==> config.mk <==
export PLATFORM = sky130hd
export DESIGN_NAME = eth_mac_rx_framer_flat
export DESIGN_NICKNAME = d
export VERILOG_FILES = /design/src/rtl/eth_mac_pkg.sv /design/src/rtl/eth_mac_rx_framer_if.sv /design/src/rtl/crc32_d8.sv /design/src/rtl/eth_mac_rx_framer.sv /design/src/flat_wrapper.sv
export SDC_FILE = /design/constraint.sdc
export NUM_CORES = 1
export LEC_CHECK = 0
export ABC_CLOCK_PERIOD_IN_PS = 2500
export CORE_MARGIN = 1.5
export CORE_UTILIZATION = 55
export CTS_BUF_LIST = sky130_fd_sc_hd__clkbuf_8
export CTS_CLUSTER_DIAMETER = 40
export DETAILED_ROUTE_END_ITERATION = 10
export PLACE_DENSITY = 0.76
export SLEW_MARGIN = 30
export SYNTH_ARGS = -nofsm -noshare
export SYNTH_HDL_FRONTEND = slang
export SYNTH_SLANG_ARGS = --single-unit
==> constraint.sdc <==
create_clock -name clk_125 -period 2.5 [get_ports clk_125]
set_input_delay 0.375 -clock clk_125 [delete_from_list [all_inputs] [get_ports clk_125]]
set_output_delay 0.375 -clock clk_125 [all_outputs]
set_load 0.05 [all_outputs]
==> src/rtl/eth_mac_pkg.sv <==
// Shared constants and types for the Ethernet MAC receive/transmit datapaths.
package eth_mac_pkg;

    localparam int unsigned DATA_WIDTH = 8;

    localparam logic [7:0]  PREAMBLE_BYTE = 8'h55;
    localparam logic [7:0]  SFD_BYTE      = 8'hD5;

    localparam logic [31:0] CRC32_POLY    = 32'hEDB88320;
    localparam logic [31:0] CRC32_INIT    = 32'hFFFFFFFF;
    localparam logic [31:0] CRC32_RESIDUE = 32'hDEBB20E3;

    typedef logic [DATA_WIDTH-1:0] byte_t;

    typedef enum logic [1:0] {
        IDLE,
        PREAMBLE,
        PAYLOAD,
        DROP
    } rx_state_t;

    // One outgoing AXI-stream beat (valid carried separately).
    typedef struct packed {
        byte_t tdata;
        logic  tlast;
        logic  tuser;
    } rx_beat_t;

endpackage

==> src/rtl/eth_mac_rx_framer_if.sv <==
// Byte-in / AXI-stream-out signal bundle of the RX framer.
interface eth_mac_rx_framer_if;

    eth_mac_pkg::byte_t s_rx_data;
    logic               s_rx_dv;
    logic               s_rx_er;

    eth_mac_pkg::byte_t m_rx_axis_tdata;
    logic               m_rx_axis_tvalid;
    logic               m_rx_axis_tlast;
    logic               m_rx_axis_tuser;
    logic               o_crc_err;
    logic               o_frame_ok;

    // PHY-side source: drives bytes, observes the framed stream.
    modport master (
        output s_rx_data, s_rx_dv, s_rx_er,
        input  m_rx_axis_tdata, m_rx_axis_tvalid, m_rx_axis_tlast, m_rx_axis_tuser,
        input  o_crc_err, o_frame_ok
    );

    // Framer side.
    modport slave (
        input  s_rx_data, s_rx_dv, s_rx_er,
        output m_rx_axis_tdata, m_rx_axis_tvalid, m_rx_axis_tlast, m_rx_axis_tuser,
        output o_crc_err, o_frame_ok
    );

endinterface

==> src/rtl/crc32_d8.sv <==
// Combinational next-state of the reflected CRC-32 register for one input byte (LSB first).
module crc32_d8
    import eth_mac_pkg::*;
(
    input  logic [31:0] crc_i,
    input  byte_t       data_i,
    output logic [31:0] crc_c_o
);

    logic [31:0] crc_w;

    always_comb begin
        crc_w = crc_i;
        for (int i = 0; i < 8; i++) begin
            if (crc_w[0] ^ data_i[i]) begin
                crc_w = (crc_w >> 1) ^ CRC32_POLY;
            end else begin
                crc_w = crc_w >> 1;
            end
        end
        crc_c_o = crc_w;
    end

endmodule

==> src/rtl/eth_mac_rx_framer.sv <==
// RX framing stage: strips preamble/SFD and FCS, checks CRC-32, flags bad frames on tlast.
module eth_mac_rx_framer
    import eth_mac_pkg::*;
#(
    parameter int unsigned MIN_FRAME = 64,
    parameter int unsigned MAX_FRAME = 1518
) (
    input  logic clk_125,
    input  logic reset_n,
    eth_mac_rx_framer_if.slave rx_if
);

    localparam int unsigned CNT_W = $clog2(MAX_FRAME + 2);

    rx_state_t         state_q, state_d;
    logic [31:0]       crc_q, crc_d, crc_upd;
    logic [CNT_W-1:0]  cnt_q, cnt_d;
    byte_t [3:0]       dl_q, dl_d;
    byte_t             hold_q, hold_d;
    logic              err_q, err_d;
    rx_beat_t          beat_q, beat_d;
    logic              tvalid_q, tvalid_d;
    logic              crc_err_q, crc_err_d;
    logic              frame_ok_q, frame_ok_d;
    logic              crc_bad, frame_bad;

    crc32_d8 u_crc32_d8 (
        .crc_i   (crc_q),
        .data_i  (rx_if.s_rx_data),
        .crc_c_o (crc_upd)
    );

    assign crc_bad   = (crc_q != CRC32_RESIDUE);
    assign frame_bad = crc_bad | err_q | (cnt_q < CNT_W'(MIN_FRAME));

    // Next-state and output decode. cnt_q counts bytes since SFD, so the
    // 4-byte holdback is full once cnt_q>=4 and the hold stage once cnt_q>=5.
    always_comb begin
        state_d    = state_q;
        crc_d      = crc_q;
        cnt_d      = cnt_q;
        dl_d       = dl_q;
        hold_d     = hold_q;
        err_d      = err_q;
        beat_d     = '0;
        tvalid_d   = 1'b0;
        crc_err_d  = 1'b0;
        frame_ok_d = 1'b0;

        unique case (state_q)
            IDLE: begin
                if (rx_if.s_rx_dv) begin
                    state_d = (rx_if.s_rx_data == PREAMBLE_BYTE) ? PREAMBLE : DROP;
                end
            end
            PREAMBLE: begin
                if (!rx_if.s_rx_dv) begin
                    state_d = IDLE;
                end else if (rx_if.s_rx_data == SFD_BYTE) begin
                    state_d = PAYLOAD;
                    cnt_d   = '0;
                    crc_d   = CRC32_INIT;
                    err_d   = 1'b0;
                end else if (rx_if.s_rx_data != PREAMBLE_BYTE) begin
                    state_d = DROP;
                end
            end
            PAYLOAD: begin
                if (rx_if.s_rx_dv) begin
                    crc_d = crc_upd;
                    cnt_d = cnt_q + CNT_W'(1);
                    dl_d  = {dl_q[2:0], rx_if.s_rx_data};
                    if (rx_if.s_rx_er) begin
                        err_d = 1'b1;
                    end
                    if (cnt_q >= CNT_W'(4)) begin
                        hold_d = dl_q[3];
                    end
                    if (cnt_q == CNT_W'(MAX_FRAME)) begin
                        // Truncate: close the frame as bad and discard the rest.
                        tvalid_d     = 1'b1;
                        beat_d.tdata = hold_q;
                        beat_d.tlast = 1'b1;
                        beat_d.tuser = 1'b1;
                        state_d      = DROP;
                    end else if (cnt_q >= CNT_W'(5)) begin
                        tvalid_d     = 1'b1;
                        beat_d.tdata = hold_q;
                    end
                end else begin
                    state_d = IDLE;
                    if (cnt_q >= CNT_W'(5)) begin
                        tvalid_d     = 1'b1;
                        beat_d.tdata = hold_q;
                        beat_d.tlast = 1'b1;
                        beat_d.tuser = frame_bad;
                        crc_err_d    = crc_bad;
                        frame_ok_d   = !frame_bad;
                    end
                end
            end
            DROP: begin
                if (!rx_if.s_rx_dv) begin
                    state_d = IDLE;
                end
            end
            default: state_d = IDLE;
        endcase
    end

    always_ff @(posedge clk_125 or negedge reset_n) begin
        if (!reset_n) begin
            state_q    <= IDLE;
            crc_q      <= CRC32_INIT;
            cnt_q      <= '0;
            dl_q       <= '0;
            hold_q     <= '0;
            err_q      <= 1'b0;
            beat_q     <= '0;
            tvalid_q   <= 1'b0;
            crc_err_q  <= 1'b0;
            frame_ok_q <= 1'b0;
        end else begin
            state_q    <= state_d;
            crc_q      <= crc_d;
            cnt_q      <= cnt_d;
            dl_q       <= dl_d;
            hold_q     <= hold_d;
            err_q      <= err_d;
            beat_q     <= beat_d;
            tvalid_q   <= tvalid_d;
            crc_err_q  <= crc_err_d;
            frame_ok_q <= frame_ok_d;
        end
    end

    assign rx_if.m_rx_axis_tdata  = beat_q.tdata;
    assign rx_if.m_rx_axis_tvalid = tvalid_q;
    assign rx_if.m_rx_axis_tlast  = beat_q.tlast;
    assign rx_if.m_rx_axis_tuser  = beat_q.tuser;
    assign rx_if.o_crc_err        = crc_err_q;
    assign rx_if.o_frame_ok       = frame_ok_q;

endmodule

==> src/flat_wrapper.sv <==
// flat-port wrapper written by rule: the top's interface ports become plain ports
module eth_mac_rx_framer_flat import eth_mac_pkg::*;
#(
    parameter int unsigned MIN_FRAME = 64,
    parameter int unsigned MAX_FRAME = 1518
)
  (clk_125, reset_n, rx_if_s_rx_data, rx_if_s_rx_dv, rx_if_s_rx_er, rx_if_m_rx_axis_tdata, rx_if_m_rx_axis_tvalid, rx_if_m_rx_axis_tlast, rx_if_m_rx_axis_tuser, rx_if_o_crc_err, rx_if_o_frame_ok);
  eth_mac_rx_framer_if rx_if_i ();
  input  logic clk_125;
  input  logic reset_n;
  input wire logic [$bits(rx_if_i.s_rx_data)-1:0] rx_if_s_rx_data;
  input wire logic [$bits(rx_if_i.s_rx_dv)-1:0] rx_if_s_rx_dv;
  input wire logic [$bits(rx_if_i.s_rx_er)-1:0] rx_if_s_rx_er;
  output wire logic [$bits(rx_if_i.m_rx_axis_tdata)-1:0] rx_if_m_rx_axis_tdata;
  output wire logic [$bits(rx_if_i.m_rx_axis_tvalid)-1:0] rx_if_m_rx_axis_tvalid;
  output wire logic [$bits(rx_if_i.m_rx_axis_tlast)-1:0] rx_if_m_rx_axis_tlast;
  output wire logic [$bits(rx_if_i.m_rx_axis_tuser)-1:0] rx_if_m_rx_axis_tuser;
  output wire logic [$bits(rx_if_i.o_crc_err)-1:0] rx_if_o_crc_err;
  output wire logic [$bits(rx_if_i.o_frame_ok)-1:0] rx_if_o_frame_ok;
  assign rx_if_i.s_rx_data = rx_if_s_rx_data;
  assign rx_if_i.s_rx_dv = rx_if_s_rx_dv;
  assign rx_if_i.s_rx_er = rx_if_s_rx_er;
  assign rx_if_m_rx_axis_tdata = rx_if_i.m_rx_axis_tdata;
  assign rx_if_m_rx_axis_tvalid = rx_if_i.m_rx_axis_tvalid;
  assign rx_if_m_rx_axis_tlast = rx_if_i.m_rx_axis_tlast;
  assign rx_if_m_rx_axis_tuser = rx_if_i.m_rx_axis_tuser;
  assign rx_if_o_crc_err = rx_if_i.o_crc_err;
  assign rx_if_o_frame_ok = rx_if_i.o_frame_ok;
  eth_mac_rx_framer #(.MIN_FRAME(MIN_FRAME), .MAX_FRAME(MAX_FRAME)) u_core (.clk_125(clk_125), .reset_n(reset_n), .rx_if(rx_if_i));
endmodule
==> summary.md, run 1 <==
| Metric | Value |
|---|---|
| Kind of cell adding the most delay to the critical path | `XOR/XNOR gates` |
| Skew final | `around 0.014 ns` |
| Outcome | `completed` |
| Final Slew Violations | `0` |
| Routability cong. | `roughly 0.86` |
| Combinational fraction of design power | `48.9%` |
| Fmax | `512.1 MHz` |
| Vias | `~3100` |
| #FFs+latches synth | `99` |
| Design Power | `slightly above 7 mW` |
| # fillers | `673` |
| Root buffer cell | `clkbuf_8` |
| Final setup violating endpoints | `0` |
| EDFF count, synth | `0` |
| Post-Synth Simple-Gate Area | `a little under a fifth` |
| Wire per inst | `~15 um` |
| Final Hold Fails | `0` |
| Post-DRT Antenna Nets | `0` |
| WL met2 | `between 4000 and 5000 um` |
| Die Ht | `about 95 um` |
| Nets | `around 500` |
| Final non-filler cell total | `a little under 600` |
| Ys async rst share | `between 90% and 100%` |
| Worst Tran Pin Value | `between 0.7 and 0.8 ns` |
| GRT Residual Overflow | `0` |
| Worst-path clk slew | `approximately 0.090 ns` |
| CP max stage cell | `clkdlybuf4s50_1` |
| Critical path, cell by cell | `clkdlybuf4s50_1 -> xnor2_4 -> xor2_4 -> xnor3_2 -> xor2_1 -> a21oi_1` |
| Die area | `around 0.0091 mm^2` |
| Synth-to-layout area growth | `15.07%` |
| VDD IR max | `roughly 0.81 mV` |
| Inst Count DP | `between 500 and 600` |
| Post-Route M1 WL | `between 4000 and 5000 um` |
| I/O pins | `25` |
| # rows | `33` |
| Clock power frac | `13.7%` |
| Syn avg cell area | `between 10 and 15 um^2` |
| Routed wire length | `approximately 9000 um` |
| Core footprint | `approximately 0.0083 mm^2` |
| Port Buffers | `24` |
| Post-synth design cell area | `0.004692 mm^2` |
| Primary FF master, synth | `dfrtp_1` |
| Post-detail-place hpwl | `between 6000 and 7000 um` |
| CTS tree | `done` |
| Share of power burned in registers | `37.3%` |
| Startpoint Class | `primary input` |
| Syn Inst Count | `between 400 and 500` |
| Post-synthesis mux area share | `~2.1%` |
| Crit-path max FO | `5` |
| Post-synthesis compound-gate area fraction | `under 10%` |
| Yosys warns | `0` |
| Setup repair bufs after CTS | `0` |
| N_diodes | `0` |
| Sum Neg Setup Slack | `0 ns` |
| Residual DRC | `0` |
| Fin crit period | `roughly 2 ns` |
| Die Width | `between 90 and 100 um` |
| CTS max path bufs | `2` |
| Max-cap viol count | `0` |
| Initial Utilization | `a little under three fifths` |
| WL met3 | `around 420 um` |
| Clk sinks | `99` |
| Crit path buf inv count | `1` |
| Top layer reached by signal wires | `met4` |
| DRT Pass-1 Iters | `4` |
| Critical path capture point type | `flip-flop` |
| Crit Path Class | `in -> reg` |
| RSZ-0062 raised after global routing | `false` |
| Net Count, Synth | `456` |
| Total GRT Usage | `a little under a quarter` |
| Power Density | `between 1000 and 1500 mW/mm^2` |
| Clk_lat worst skew | `~0.37 ns` |
| Post-Synth Adder-Cell Area | `less than 1%` |
| Post-CTS Hold Buffers | `0` |
| Initial antenna violation count | `0` |
| H-tree depth | `3` |
| Slew margin rel. | `between 40 and 50%` |
| Resize count post-CTS | `0` |
| Sw power | `2.820 mW` |
| Layout cells sized above 1 | `around a fifth` |
| Crit-path max cell delay | `~0.55 ns` |
| Sequential fraction of the synthesis area | `53.65%` |
| Worst EP arrival | `approximately 2.3 ns` |
| Post-Synth XOR/XNOR Area | `18.16%` |
| DR vias/cell | `5.318` |
| Vias in the first global route | `roughly 3100` |
| Critical Path RT | `around 2.8 ns` |
| First-pass GRT wire length | `between 15000 and 20000 um` |
| Crit share post-route | `78.10%` |
| Cts bufs inserted | `9` |
| Total leakage power | `around 2.5 nW` |
| Largest net degree at the start of global routing | `just over 60` |
| Initial DRC Count | `approximately 140` |
| Hold WC Path Type | `in -> async` |
| Sw Share | `roughly 39%` |
| Pint | `4.428 mW` |
| Largest family of logic cells by synthesized area | `XOR/XNOR gates` |
| Yosys cell types | `42` |
-- cell families after synthesis --
family                     after synthesis
and+or+nand+nor                        190
DFF                                     99
xor gates and xnor gates                76
AOI/OAI and AO/OA                       42
buffers and inverters                   22
muxes                                    9
adders and majority gates                3
-- metrics by stage --
stage               utilization (%)  setup slack (ns)  hold WS (ns)  cell area (um^2)
global route                  65.38            0.4338        0.1059              5399
floorplan                         -            0.6943       0.07941              4692
finish                        65.38            0.5474       0.05377              5399
detailed placement            63.03            0.1686        0.4547              5205
CTS                           65.38            0.5545        0.1040              5399
global placement              63.03            0.1986        0.4492              5205
-- power by group through the flow --
stage	sequential (mW)	combinational, mW	clock (mW)
floorplan	2.68	2.69	0
global placement	2.71	3.47	0
detailed placement	2.73	3.51	0
CTS	2.70	3.55	1.03
global route	2.77	3.85	1.09
finish	2.71	3.54	0.996
-- layout by cell type (no fill, tap or decap), types with 10 or more instances in the layout --
cell	n
nand2_1	107
dfrtp_1	67
nor2_1	41
xor2_1	34
dfstp_2	32
a21oi_1	25
xnor2_1	25
clkdlybuf4s50_1	23
buf_4	22
xnor2_2	10
clkbuf_8	10
-- cell usage after synthesis, types with 3 or more instances --
cell	instances	share of area (%)
a21oi_1	25	2.7
a31oi_1	4	0.53
and2_1	9	1.2
and3_1	3	0.40
and4_1	4	0.75
buf_2	3	0.32
clkbuf_1	15	1.2
dfrtp_1	67	36
dfstp_2	32	18
ha_1	3	0.80
inv_1	3	0.24
mux2_2	8	1.9
nand2_1	107	8.6
nand3_1	4	0.43
nand4_1	4	0.53
nand4b_1	3	0.56
nor2_1	41	3.3
nor4_1	6	0.80
o22a_1	6	1.1
xnor2_1	25	4.7
xnor2_2	10	3.5
xnor2_4	3	1.8
xor2_1	34	6.3
-- path summary, 6_finish.rpt --
path	startpoint	to	slack, ns	depth (start not counted)
setup / recovery	rx_if_s_rx_data[7]	u_core.crc_q[21]	0.55	6
hold / removal	reset_n	u_core.rx_if.m_rx_axis_tdata[1]	0.05	1
setup reg to reg	u_core.crc_q[1]	u_core.crc_q[21]	0.60	5
hold reg to reg	u_core.dl_q[15]	u_core.dl_q[23]	0.48	2
max in group asynchronous	reset_n	u_core.hold_q[0]	1.79	2
min in group clk_125	u_core.dl_q[15]	u_core.dl_q[23]	0.48	2
-- sequential cells by signal, summed over array words and instances, names as in the netlist --
| name | cells |
|---|---|
| u_core.rx_if.o_frame_ok | 1 |
| u_core.crc_q | 32 |
| u_core.rx_if.m_rx_axis_tvalid | 1 |
| u_core.rx_if.m_rx_axis_tuser | 1 |
| u_core.hold_q | 8 |
| u_core.dl_q | 32 |
| u_core.state_q | 2 |
| u_core.cnt_q | 11 |
| u_core.rx_if.m_rx_axis_tlast | 1 |
| u_core.rx_if.m_rx_axis_tdata | 8 |
| u_core.err_q | 1 |
| u_core.rx_if.o_crc_err | 1 |
-- layer usage --
| layer | vias to the layer above | GRT usage, % |
|---|---|---|
| li1 | 1516 | - |
| met1 | 1518 | 31.89 |
| met2 | 89 | 34.75 |
| met3 | 20 | 6.061 |
| met4 | 0 | 7.711 |
| met5 | - | 0 |
-- cell type report --
class | count | area [um^2] | share of cell area (%)
repair buffers | 48 | 455.4 | 8.436
flip-flops and latches | 99 | 2517 | 46.63
multi-input cells | 320 | 2090 | 38.70
clock buffers | 10 | 137.6 | 2.549
inverters | 3 | 11.26 | 0.2086
clock inverters | 6 | 56.30 | 1.043
well taps | 105 | 131.4 | 2.433
(Power assumes the default switching activity.)
==> run 2: changes to the inputs <==
--- a/config.mk
+++ b/config.mk
@@ -5,7 +5,7 @@
 export SDC_FILE = /design/constraint.sdc
 export NUM_CORES = 1
 export LEC_CHECK = 0
-export ABC_CLOCK_PERIOD_IN_PS = 2500
+export ABC_CLOCK_PERIOD_IN_PS = 1900
 export CORE_MARGIN = 1.5
 export CORE_UTILIZATION = 55
 export CTS_BUF_LIST = sky130_fd_sc_hd__clkbuf_8
==> constraint.sdc (replaced) <==
create_clock -name clk_125 -period 1.9 [get_ports clk_125]
set_input_delay 0.285 -clock clk_125 [delete_from_list [all_inputs] [get_ports clk_125]]
set_output_delay 0.285 -clock clk_125 [all_outputs]
set_load 0.05 [all_outputs]
==> run 2 against run 1 <==
Effect of this change: utilization grew 3.2 points; non-clock buffer count grew 31; setup slack lost 0.49 ns; global-route usage grew 0.54 points; die area is the same; first-iteration DRC count grew 13%; count of clock-buffer cells in the layout shrank 1; wire length grew 5.8%; clock power grew 48%; sequential share of layout area shrank 2.2 points; cell count grew 5.2%; critical endpoint unchanged.
==> summary.md, run 2 (same netlist as run 1, synthesis figures left out) <==
| Metric | Value |
|---|---|
| Fmax | `about 540 MHz` |
| Vias in the first global route | `3228 (was 3119)` |
| CTS tree | `done (unchanged)` |
| Sum Neg Setup Slack | `0 ns (unchanged)` |
| Cell Area, Placed | `0.005410 mm^2 (was 0.005205 mm^2)` |
| GRT Residual Overflow | `0 (unchanged)` |
| DRT Pass-1 Iters | `4 (unchanged)` |
| Sw power | `3.935 mW (was 2.820 mW)` |
| Inst Count DP | `604 (was 575)` |
| Worst EP arrival | `2.15 ns (was 2.25 ns)` |
| Clock power frac | `13.9% (was 13.7%)` |
| Post-route setup slack | `0.06109 ns (was 0.5474 ns)` |
| Layout cells sized above 1 | `25.34% (was 20.37%)` |
| Nets | `527 (was 496)` |
| Regs by FF count | `u_core.crc_q: 32 flops, u_core.dl_q: 32 flops, u_core.cnt_q: 11 flops (unchanged)` |
| Total leakage power | `2.645 nW (was 2.481 nW)` |
| Design Power | `10.53 mW (was 7.247 mW)` |
| Final Util | `68.58% (was 65.38%)` |
| Worst-path clk slew | `0.10 ns (was 0.09 ns)` |
| Critical path capture point type | `flip-flop (unchanged)` |
| Cts bufs inserted | `9 (unchanged)` |
| Final Slew Violations | `0 (unchanged)` |
| Residual DRC | `0 (unchanged)` |
| DR vias/cell | `5.252 (was 5.318)` |
| Hold Crit Depth | `2` |
| R2R cell count | `5 (unchanged)` |
| VDD IR max | `1.136 mV (was 0.8053 mV)` |
| Critical Path RT | `2.21 ns (was 2.80 ns)` |
| Wire per inst | `15.37 um (was 15.29 um)` |
| Share of power burned in registers | `33.8% (was 37.3%)` |
| Final setup violating endpoints | `0 (unchanged)` |
| N_diodes | `0 (unchanged)` |
| Vias | `3267 (was 3143)` |
| Worst hold path endpoint | `u_core.dl_q[15]` |
| Power Density | `1859 mW/mm^2 (was 1342 mW/mm^2)` |
| Root buffer cell | `clkbuf_8 (unchanged)` |
| Synth-to-layout area growth | `20.69% (was 15.07%)` |
| Die Width | `95.36 um (unchanged)` |
| Post-detail-place hpwl | `6665 um (was 6431 um)` |
| I/O pins | `25 (unchanged)` |
| Max-cap viol count | `0 (unchanged)` |
| Sw Share | `37.37% (was 38.91%)` |
| Routability cong. | `0.9229 (was 0.8592)` |
| CTS max path bufs | `2 (unchanged)` |
| Skew final | `0.008265 ns (was 0.01393 ns)` |
| Most frequent cells in the layout | `nand2_1 (107), dfrtp_1 (67), buf_4 (53) (was nand2_1 (107), dfrtp_1 (67), nor2_1 (41))` |
| Crit share post-route | `between 90% and 100%` |
| Pint | `6.594 mW (was 4.428 mW)` |
| Initial Utilization | `56.82% (unchanged)` |
| Hold WC Path Type | `reg -> reg (was in -> async)` |
| Clk_lat worst skew | `0.37 ns (about the same)` |
| Port Buffers | `24 (unchanged)` |
| H-tree depth | `3 (unchanged)` |
| Initial antenna violation count | `0 (unchanged)` |
| Clk sinks | `99 (unchanged)` |
| Final Hold Fails | `0 (unchanged)` |
| Commonest non-fill, non-tap cell in the layout | `nand2_1 (unchanged)` |
| Place WS | `-0.2986 ns (was 0.1686 ns)` |
| RSZ-0062 raised after global routing | `true (was false)` |
| Initial DRC Count | `160 (was 142)` |
| Core footprint | `0.008258 mm^2 (unchanged)` |
| First-pass GRT wire length | `15930 um (was 15540 um)` |
| Final non-filler cell total | `622 (was 591)` |
| Startpoint Class | `flip-flop (was primary input)` |
| Post-DRT Antenna Nets | `0 (unchanged)` |
| # rows | `33 (unchanged)` |
| Total GRT Usage | `23.44% (was 22.89%)` |
| Final Cell Area | `0.005663 mm^2 (was 0.005399 mm^2)` |
| Fin crit period | `1.839 ns` |
| Largest net degree at the start of global routing | `100 (was 61)` |
| Worst r2r src | `u_core.crc_q[1] (unchanged)` |
| Die Ht | `95.36 um (unchanged)` |
| Combinational fraction of design power | `52.3% (was 48.9%)` |
| Worst R2R End | `u_core.crc_q[21] (unchanged)` |
| FF-to-FF setup slack | `0.06 ns (was 0.60 ns)` |
| WHS | `0.4797 ns (was 0.05377 ns)` |
| Slew margin rel. | `53.83% (was 49.30%)` |
| Routed wire length | `9562 um (was 9038 um)` |
| Hold Crit Start | `u_core.dl_q[7]` |
| Outcome | `completed (unchanged)` |
| Die area | `0.009094 mm^2 (unchanged)` |
| Worst Tran Pin Value | `0.6893 ns (was 0.7605 ns)` |
| Crit-path max FO | `5 (unchanged)` |
| Crit Path Class | `reg -> reg (was in -> reg)` |
==> run 2: worst max-delay path by stage <==
stage	from	endpoint	slack [ns]	cells past startpoint
floorplan	u_core.crc_q[1]	u_core.crc_q[21]	0.1	5
global placement	rx_if_s_rx_data[7]	u_core.crc_q[21]	-0.27	6
detailed placement	rx_if_s_rx_data[1]	u_core.crc_q[21]	-0.30	6
CTS	u_core.crc_q[1]	u_core.rx_if.o_frame_ok	0.02	6
global route	u_core.crc_q[1]	u_core.crc_q[21]	-0.02	5
finish	u_core.crc_q[1]	u_core.crc_q[21]	0.06	5
==> run 2: per-layer routing <==
| metal | wire, um | global-route usage [%] | vias up |
|---|---|---|---|
| li1 | - | - | 1588 |
| met1 | 4624 | 33.40 | 1588 |
| met2 | 4399 | 36.70 | 81 |
| met3 | 439 | 4.147 | 10 |
| met4 | 98 | 7.090 | 0 |
| met5 | 0 | 0 | - |
==> run 2: area by class of cell <==
cell class / instances / area [um^2]
Inverter: 3 / 11.26
Multi-Input combinational cell: 320 / 2103
Fill cell: 638 / 2595
Clock inverter: 7 / 97.59
Clock buffer: 9 / 123.9
Timing Repair Buffer: 79 / 678.2
Tap cell: 105 / 131.4
Sequential cell: 99 / 2517
==> run 2: power by group through the flow <==
stage | clock network [mW] | registers (mW) | logic [mW]
CTS | 1.50 | 3.54 | 5.43
detailed placement | 0 | 3.57 | 5.38
finish | 1.47 | 3.56 | 5.50
global placement | 0 | 3.55 | 5.29
floorplan | 0 | 3.52 | 3.54
global route | 1.59 | 3.64 | 5.97
==> run 2: repair_timing <==
action                     in CTS  in global routing
buffers inserted                0                  1
setup endpoints to repair       0                  8
hold buffers                    1                  0
hold endpoints to repair       67                  0
gates resized for setup         0                  2
==> run 2: worst max-delay path, cell delays in order (launching register included) <==
cell	delay, ns
dfstp_2	0.61
xnor2_4	0.17
xor2_4	0.22
xnor3_2	0.48
xor2_1	0.15
a21oi_1	0.14
